`config.mk`:
```
export PLATFORM = sky130hd
export DESIGN_NAME = id_ex_stage
export DESIGN_NICKNAME = d
export VERILOG_FILES = /design/src/rtl/id_ex_stage.sv
export SDC_FILE = /design/constraint.sdc
export NUM_CORES = 1
export LEC_CHECK = 0
export BUFFER_PORTS_ARGS = -buffer_cell sky130_fd_sc_hd__buf_2
export CORE_AREA = 5 5 147 149
export CTS_CLUSTER_SIZE = 20
export DETAILED_ROUTE_END_ITERATION = 16
export DIE_AREA = 0 0 152 154
export PLACE_DENSITY = 0.61
export SETUP_SLACK_MARGIN = 0.5
export SYNTH_ARGS = -nofsm -noshare
export SYNTH_HDL_FRONTEND = slang
export SYNTH_SLANG_ARGS = --single-unit
```
`constraint.sdc`:
```
create_clock -name clk_i -period 1.9 [get_ports clk_i]
set_input_delay 0.19 -clock clk_i [delete_from_list [all_inputs] [get_ports clk_i]]
set_output_delay 0.19 -clock clk_i [all_outputs]
set_load 0.02 [all_outputs]
```
`src/rtl/id_ex_stage.sv`:
```
// id_ex_stage: ID/EX pipeline register with load-use bubble insertion, flush and hold; PERF_CNT_EN adds bubble/flush counters.
module id_ex_stage #(
    parameter int DATA_W     = 32,
    parameter int REG_ADDR_W = 5
) (
    input  logic                  clk_i,
    input  logic                  rst_i,
    input  logic                  flush_i,
    input  logic                  hold_i,
    input  logic [1:0]            alu_op_i,
    input  logic [1:0]            reg_dst_i,
    input  logic [1:0]            mem_to_reg_i,
    input  logic [1:0]            branch_i,
    input  logic                  alu_src_i,
    input  logic                  reg_write_i,
    input  logic                  jump_i,
    input  logic                  mem_read_i,
    input  logic                  mem_write_i,
    input  logic [DATA_W-1:0]     pc_plus4_i,
    input  logic [DATA_W-1:0]     rs_data_i,
    input  logic [DATA_W-1:0]     rt_data_i,
    input  logic [DATA_W-1:0]     imm_i,
    input  logic [REG_ADDR_W-1:0] rs_i,
    input  logic [REG_ADDR_W-1:0] rt_i,
    input  logic [REG_ADDR_W-1:0] rd_i,
    output logic [1:0]            alu_op_o,
    output logic [1:0]            reg_dst_o,
    output logic [1:0]            mem_to_reg_o,
    output logic [1:0]            branch_o,
    output logic                  alu_src_o,
    output logic                  reg_write_o,
    output logic                  jump_o,
    output logic                  mem_read_o,
    output logic                  mem_write_o,
    output logic [DATA_W-1:0]     pc_plus4_o,
    output logic [DATA_W-1:0]     rs_data_o,
    output logic [DATA_W-1:0]     rt_data_o,
    output logic [DATA_W-1:0]     imm_o,
    output logic [REG_ADDR_W-1:0] rs_o,
    output logic [REG_ADDR_W-1:0] rt_o,
    output logic [REG_ADDR_W-1:0] rd_o,
    output logic                  valid_o,
    output logic                  stall_o,
    output logic [31:0]           bubble_cnt_o,
    output logic [31:0]           flush_cnt_o
);
    logic lu, bubble;
    assign lu      = valid_o & mem_read_o & (rt_o != '0) & ((rt_o == rs_i) | (rt_o == rt_i));
    assign stall_o = (lu | hold_i) & ~flush_i;
    assign bubble  = flush_i | lu;
    // flush overrides hold; a bubble zeroes controls but still carries the datapath fields
    always_ff @(posedge clk_i) begin
        if (rst_i) begin
            alu_op_o     <= '0;
            reg_dst_o    <= '0;
            mem_to_reg_o <= '0;
            branch_o     <= '0;
            alu_src_o    <= 1'b0;
            reg_write_o  <= 1'b0;
            jump_o       <= 1'b0;
            mem_read_o   <= 1'b0;
            mem_write_o  <= 1'b0;
            pc_plus4_o   <= '0;
            rs_data_o    <= '0;
            rt_data_o    <= '0;
            imm_o        <= '0;
            rs_o         <= '0;
            rt_o         <= '0;
            rd_o         <= '0;
            valid_o      <= 1'b0;
        end else if (flush_i | ~hold_i) begin
            alu_op_o     <= bubble ? '0 : alu_op_i;
            reg_dst_o    <= bubble ? '0 : reg_dst_i;
            mem_to_reg_o <= bubble ? '0 : mem_to_reg_i;
            branch_o     <= bubble ? '0 : branch_i;
            alu_src_o    <= ~bubble & alu_src_i;
            reg_write_o  <= ~bubble & reg_write_i;
            jump_o       <= ~bubble & jump_i;
            mem_read_o   <= ~bubble & mem_read_i;
            mem_write_o  <= ~bubble & mem_write_i;
            pc_plus4_o   <= pc_plus4_i;
            rs_data_o    <= rs_data_i;
            rt_data_o    <= rt_data_i;
            imm_o        <= imm_i;
            rs_o         <= rs_i;
            rt_o         <= rt_i;
            rd_o         <= rd_i;
            valid_o      <= ~bubble;
        end
    end
`ifdef PERF_CNT_EN
    always_ff @(posedge clk_i) begin
        if (rst_i) begin
            bubble_cnt_o <= '0;
            flush_cnt_o  <= '0;
        end else begin
            if (flush_i && flush_cnt_o != '1)
                flush_cnt_o <= flush_cnt_o + 32'd1;
            if (~flush_i && ~hold_i && lu && bubble_cnt_o != '1)
                bubble_cnt_o <= bubble_cnt_o + 32'd1;
        end
    end
`else
    assign bubble_cnt_o = '0;
    assign flush_cnt_o  = '0;
`endif
endmodule

```
; Yosys cells after proc, flatten, opt, wreduce, memory -nomap -nowiden
; Index checks and enable logic that the tools add are counted.
[op_classes]
eq_ne = 2
reduce_logical = 1
n_bitwise = 16
mux = 4
[op_table]
columns = operator, count
row1 = == test 5 bit, 2
row2 = bitwise AND 1 bit, 9
row3 = 2-to-1 mux 2 bit, 4
row4 = nonzero test 5 bit, 1
row5 = OR 1 bit, 4
row6 = NOT 1 bit, 3
[totals]
out_inout_bits = 222
wordCells = 40
register_bits = 157

; Depth between registers and ports, before layout
[logic_depth]
word_depth = 6
mapped_depth = 6

; Worst setup path after synthesis
; OpenSTA, ideal clock, no wires.
[synth_timing]
path_kind = flip-flop to flip-flop
startpoint = register rt_o[4]
endpoint = register alu_op_o[0]
stages_incl_launch_ff = 6
arrival_time_ps = 1835
period_less_slack_ps = 1893
path_buffers = 1
slack_ps = 7
setup_ps = 58
path_cell_list = dfxtp_1 -> or3_1 -> o311a_4 -> a2111oi_4 -> buf_6 -> a22o_2
[synth_via]
elab_chain_cells = 5
[synth_lines]
columns = element, line
row1 = "start, declared", 40  ; output logic [REG_ADDR_W-1:0] rt_o,
row2 = "start signal, assigned", 86  ; rt_o <= rt_i;
row3 = == test 5 bit / nonzero test 5 bit (equally long branches), 48  ; assign lu = valid_o & mem_read_o & (rt_o != '0) & ((rt_o == rs_i) | (rt_o == rt_i));
row4 = OR 1 bit / bitwise AND 1 bit (equally long branches), 48
row5 = bitwise AND 1 bit (*), 48
row6 = OR 1 bit (*), 50  ; assign bubble = flush_i | lu;
row7 = 2-to-1 mux 2 bit (*), 72  ; alu_op_o <= bubble ? '0 : alu_op_i;
row8 = "end signal, assigned", 72
row9 = "end, declared", 26  ; output logic [1:0] alu_op_o,
; Every way passes the cells marked *; elsewhere a longest branch is shown, timed or not.
; A chain may end at the register's enable or synchronous reset.

; Worst setup path in the final report
[layout_timing]
startpoint = register rt_o[4]
endpoint = output port stall_o
[layout_via]
elab_chain_cells = 5
[layout_lines]
columns = element, line
row1 = == test 5 bit / nonzero test 5 bit (equally long branches), 48
row2 = OR 1 bit / bitwise AND 1 bit (equally long branches), 48
row3 = bitwise AND 1 bit (*), 48
row4 = OR 1 bit (*), 49  ; assign stall_o = (lu | hold_i) & ~flush_i;
row5 = bitwise AND 1 bit (*), 49
row6 = "end, declared", 43  ; output logic stall_o,
; Marked as above.

==> impl_metrics.json <==
{
  "status": "finished with violations",
  "violations": "setup timing",
  "overflow": 0,
  "cp_max_fo": 5,
  "leakage_nw": 4.376,
  "core_area_um2": 20040,
  "clk_pin_slew_worst_paths_ns": 0.07,
  "required_ns": 1.71,
  "rsz0062_at_grt": "true",
  "drive_gt1_share_pct": 33.94,
  "cts_made_buffers": 17,
  "arrival_ns": 1.78,
  "die_area_um2": 23410,
  "final.min_clock_period_ns": 1.968,
  "groute.usage.overall_pct": 15.16,
  "io_buffer_count": 317,
  "clock-sinks": 157,
  "start_util_pct": 29.68,
  "drtPass1Iterations": 7,
  "crit_path_start_kind": "flop",
  "fin_ws_ns": -0.06826,
  "place_congestion": 0.7703,
  "place_hpwl_mm": 13.22,
  "row_count": 52,
  "grt_start_max_net_pins": 83,
  "htreeDepth": 4,
  "root_buffer": "clkbuf_16",
  "finalCritPeriodShare_pct": 103.6,
  "worst_hold_path_type": "in -> reg",
  "routed_wl_mm": 18.95,
  "antenna_found_initial": 1,
  "most-common-layout-cells": "buf_2, nand2_1, dfxtp_1, a21oi_1, conb_1",
  "fin_skew_ns": 0.006674,
  "ys_seq_elements": 157,
  "netlist_area_um2": 5947,
  "critical_path_class": "reg -> out",
  "total_power_mw": 8.229,
  "place_ws_ns": 0.06709,
  "grt_pass1_vias": 5656,
  "cts_tree": "built",
  "syn_area_per_cell_um2": 8.036,
  "hold_viol": 0,
  "syn_to_final_growth_pct": 48.33,
  "post_drt_wl_per_cell_um": 13.74,
  "tightest_slew_ns": 0.9792,
  "cap_violations": 0,
  "ys_warn_count": 0,
  "route.detailed.drc": 0,
  "ios": 382,
  "finalSetupViolCount": 13,
  "fmax_mhz": 508.1,
  "cts_buffer_depth": 2,
  "synthDistinctLibCells": 21,
  "nets": 1256,
  "setup_tns_ns": -0.2873,
  "die_y_um": 154,
  "syn_inst": 740,
  "ant_nets": 0,
  "grt_use_met3_pct": 4.666,
  "layout_commonest_cell": "buf_2",
  "top_usage_layer": "met2",
  "seq_area_frac_synth_pct": 52.85,
  "place_area_um2": 7572,
  "fill_cells": 2003,
  "ir_drop_mv": 0.5324,
  "met1_usage_pct": 17.64,
  "drtIter0Drc": 245,
  "p_per_area_nw_per_um2": 932.9,
  "slew_headroom_pct": 34.48,
  "design_area_um2": 8821,
  "die_x_um": 152,
  "insertion_delay_ns": 0.41,
  "slew_viol_final": 0,
  "grt_pass1_wl_mm": 29.41,
  "met2_usage_pct": 26.25,
  "via_count": 5837,
  "vias_per_cell": 4.233,
  "worstSetupEndpointType": "output pin"
}
where the power goes:
group,switching (mW),internal (mW),total [mW]
clock,1.39,1.94,3.33
combinational,0.819,0.498,1.32
sequential,0.0935,3.49,3.58
synth_stat cells, drive strengths merged:
cell type    instances  area (µm²)
or3                  1       6.260
inv                  1       3.750
o22ai                1       6.260
a2111oi              1       27.53
dlygate4sd1          1       8.760
a31oi                1       6.260
o311a                1       21.27
buf                 65       491.7
nand2              288        1081
nand3                2       10.01
conb                 1       3.750
o21ai                1       5.000
xnor2               10       87.58
nor2                 4       15.01
a21oi              144       720.7
nand2b               1       6.260
dfxtp              157        3143
a22o                13       126.4
clkbuf              47       176.4
routing by layer:
metal	wire length (µm)	vias up	part of all wire, %
li1	-	2959	-
met1	7686	2636	41
met2	9549	214	50
met3	1305	26	6.9
met4	397	2	2.1
met5	8	-	0.042
timing repair:
item,in CTS,in global routing
setup buffers,2,0
pin swaps,3,2
setup endpoints to repair,14,15
endpoints found under the hold margin,61,0
gates resized for setup,7,3
hold buffers,61,0
final timing paths:
path	start	end	slack, ns	depth (start not counted)
max	rt_o[4]	stall_o	-0.07	5
min reg2reg	rs_data_o[1]	rs_data_o[1]	0.45	2
max reg2reg	rt_o[4]	reg_dst_o[1]	-0.03	6
min	rt_data_i[22]	rt_data_o[22]	0.02	3
worst max-delay path: stages (launching register included):
cell and delay [ns]:
dfxtp_4 0.36, or3_4 0.36, o311a_4 0.33, a21oi_4 0.13
nor2_2 0.05, buf_6 0.13
logic make-up (layout without fill, tap and decap cells):
kind of cell | after synthesis | after routing | share of synthesized area [%]
AO/OA/AOI/OAI | 162 | 162 | 15.36
XOR/XNOR | 10 | 10 | 1.473
buffers and inverters | 114 | 419 | 11.45
flip-flops | 157 | 157 | 52.85
other | 1 | 65 | 0.06306
AND/OR/NAND/NOR | 296 | 296 | 18.81
flip-flops by register name, summed over array words and instances (netlist names), 5 cells and up:
| register | count |
|---|---|
| rs_data_o | 32 |
| rd_o | 5 |
| pc_plus4_o | 32 |
| rt_o | 5 |
| imm_o | 32 |
| rt_data_o | 32 |
| rs_o | 5 |
stage by stage:
step / hold WS (ns) / std cells / utilization (%)
floorplan: 0.3115 / 803 / -
global placement: 0.3985 / 1284 / 37.79
detailed placement: 0.4030 / 1284 / 37.79
CTS: 0.0001867 / 1378 / 43.91
global route: 0.004672 / 1378 / 44.01
finish: 0.02012 / 1379 / 44.02
cell type report:
| type | instances | area (µm²) | share of cell area, % |
|---|---|---|---|
| Sequential cell | 157 | 3152 | 35.73 |
| Inverter | 1 | 3.754 | 0.04255 |
| Tap cell | 270 | 337.8 | 3.830 |
| Clock inverter | 12 | 137.6 | 1.560 |
| Timing Repair Buffer | 387 | 2340 | 26.52 |
| Multi-Input combinational cell | 532 | 2415 | 27.38 |
| Clock buffer | 19 | 432.9 | 4.908 |
| Antenna cell | 1 | 2.502 | 0.02837 |
Power figures use the tool's default switching activity.
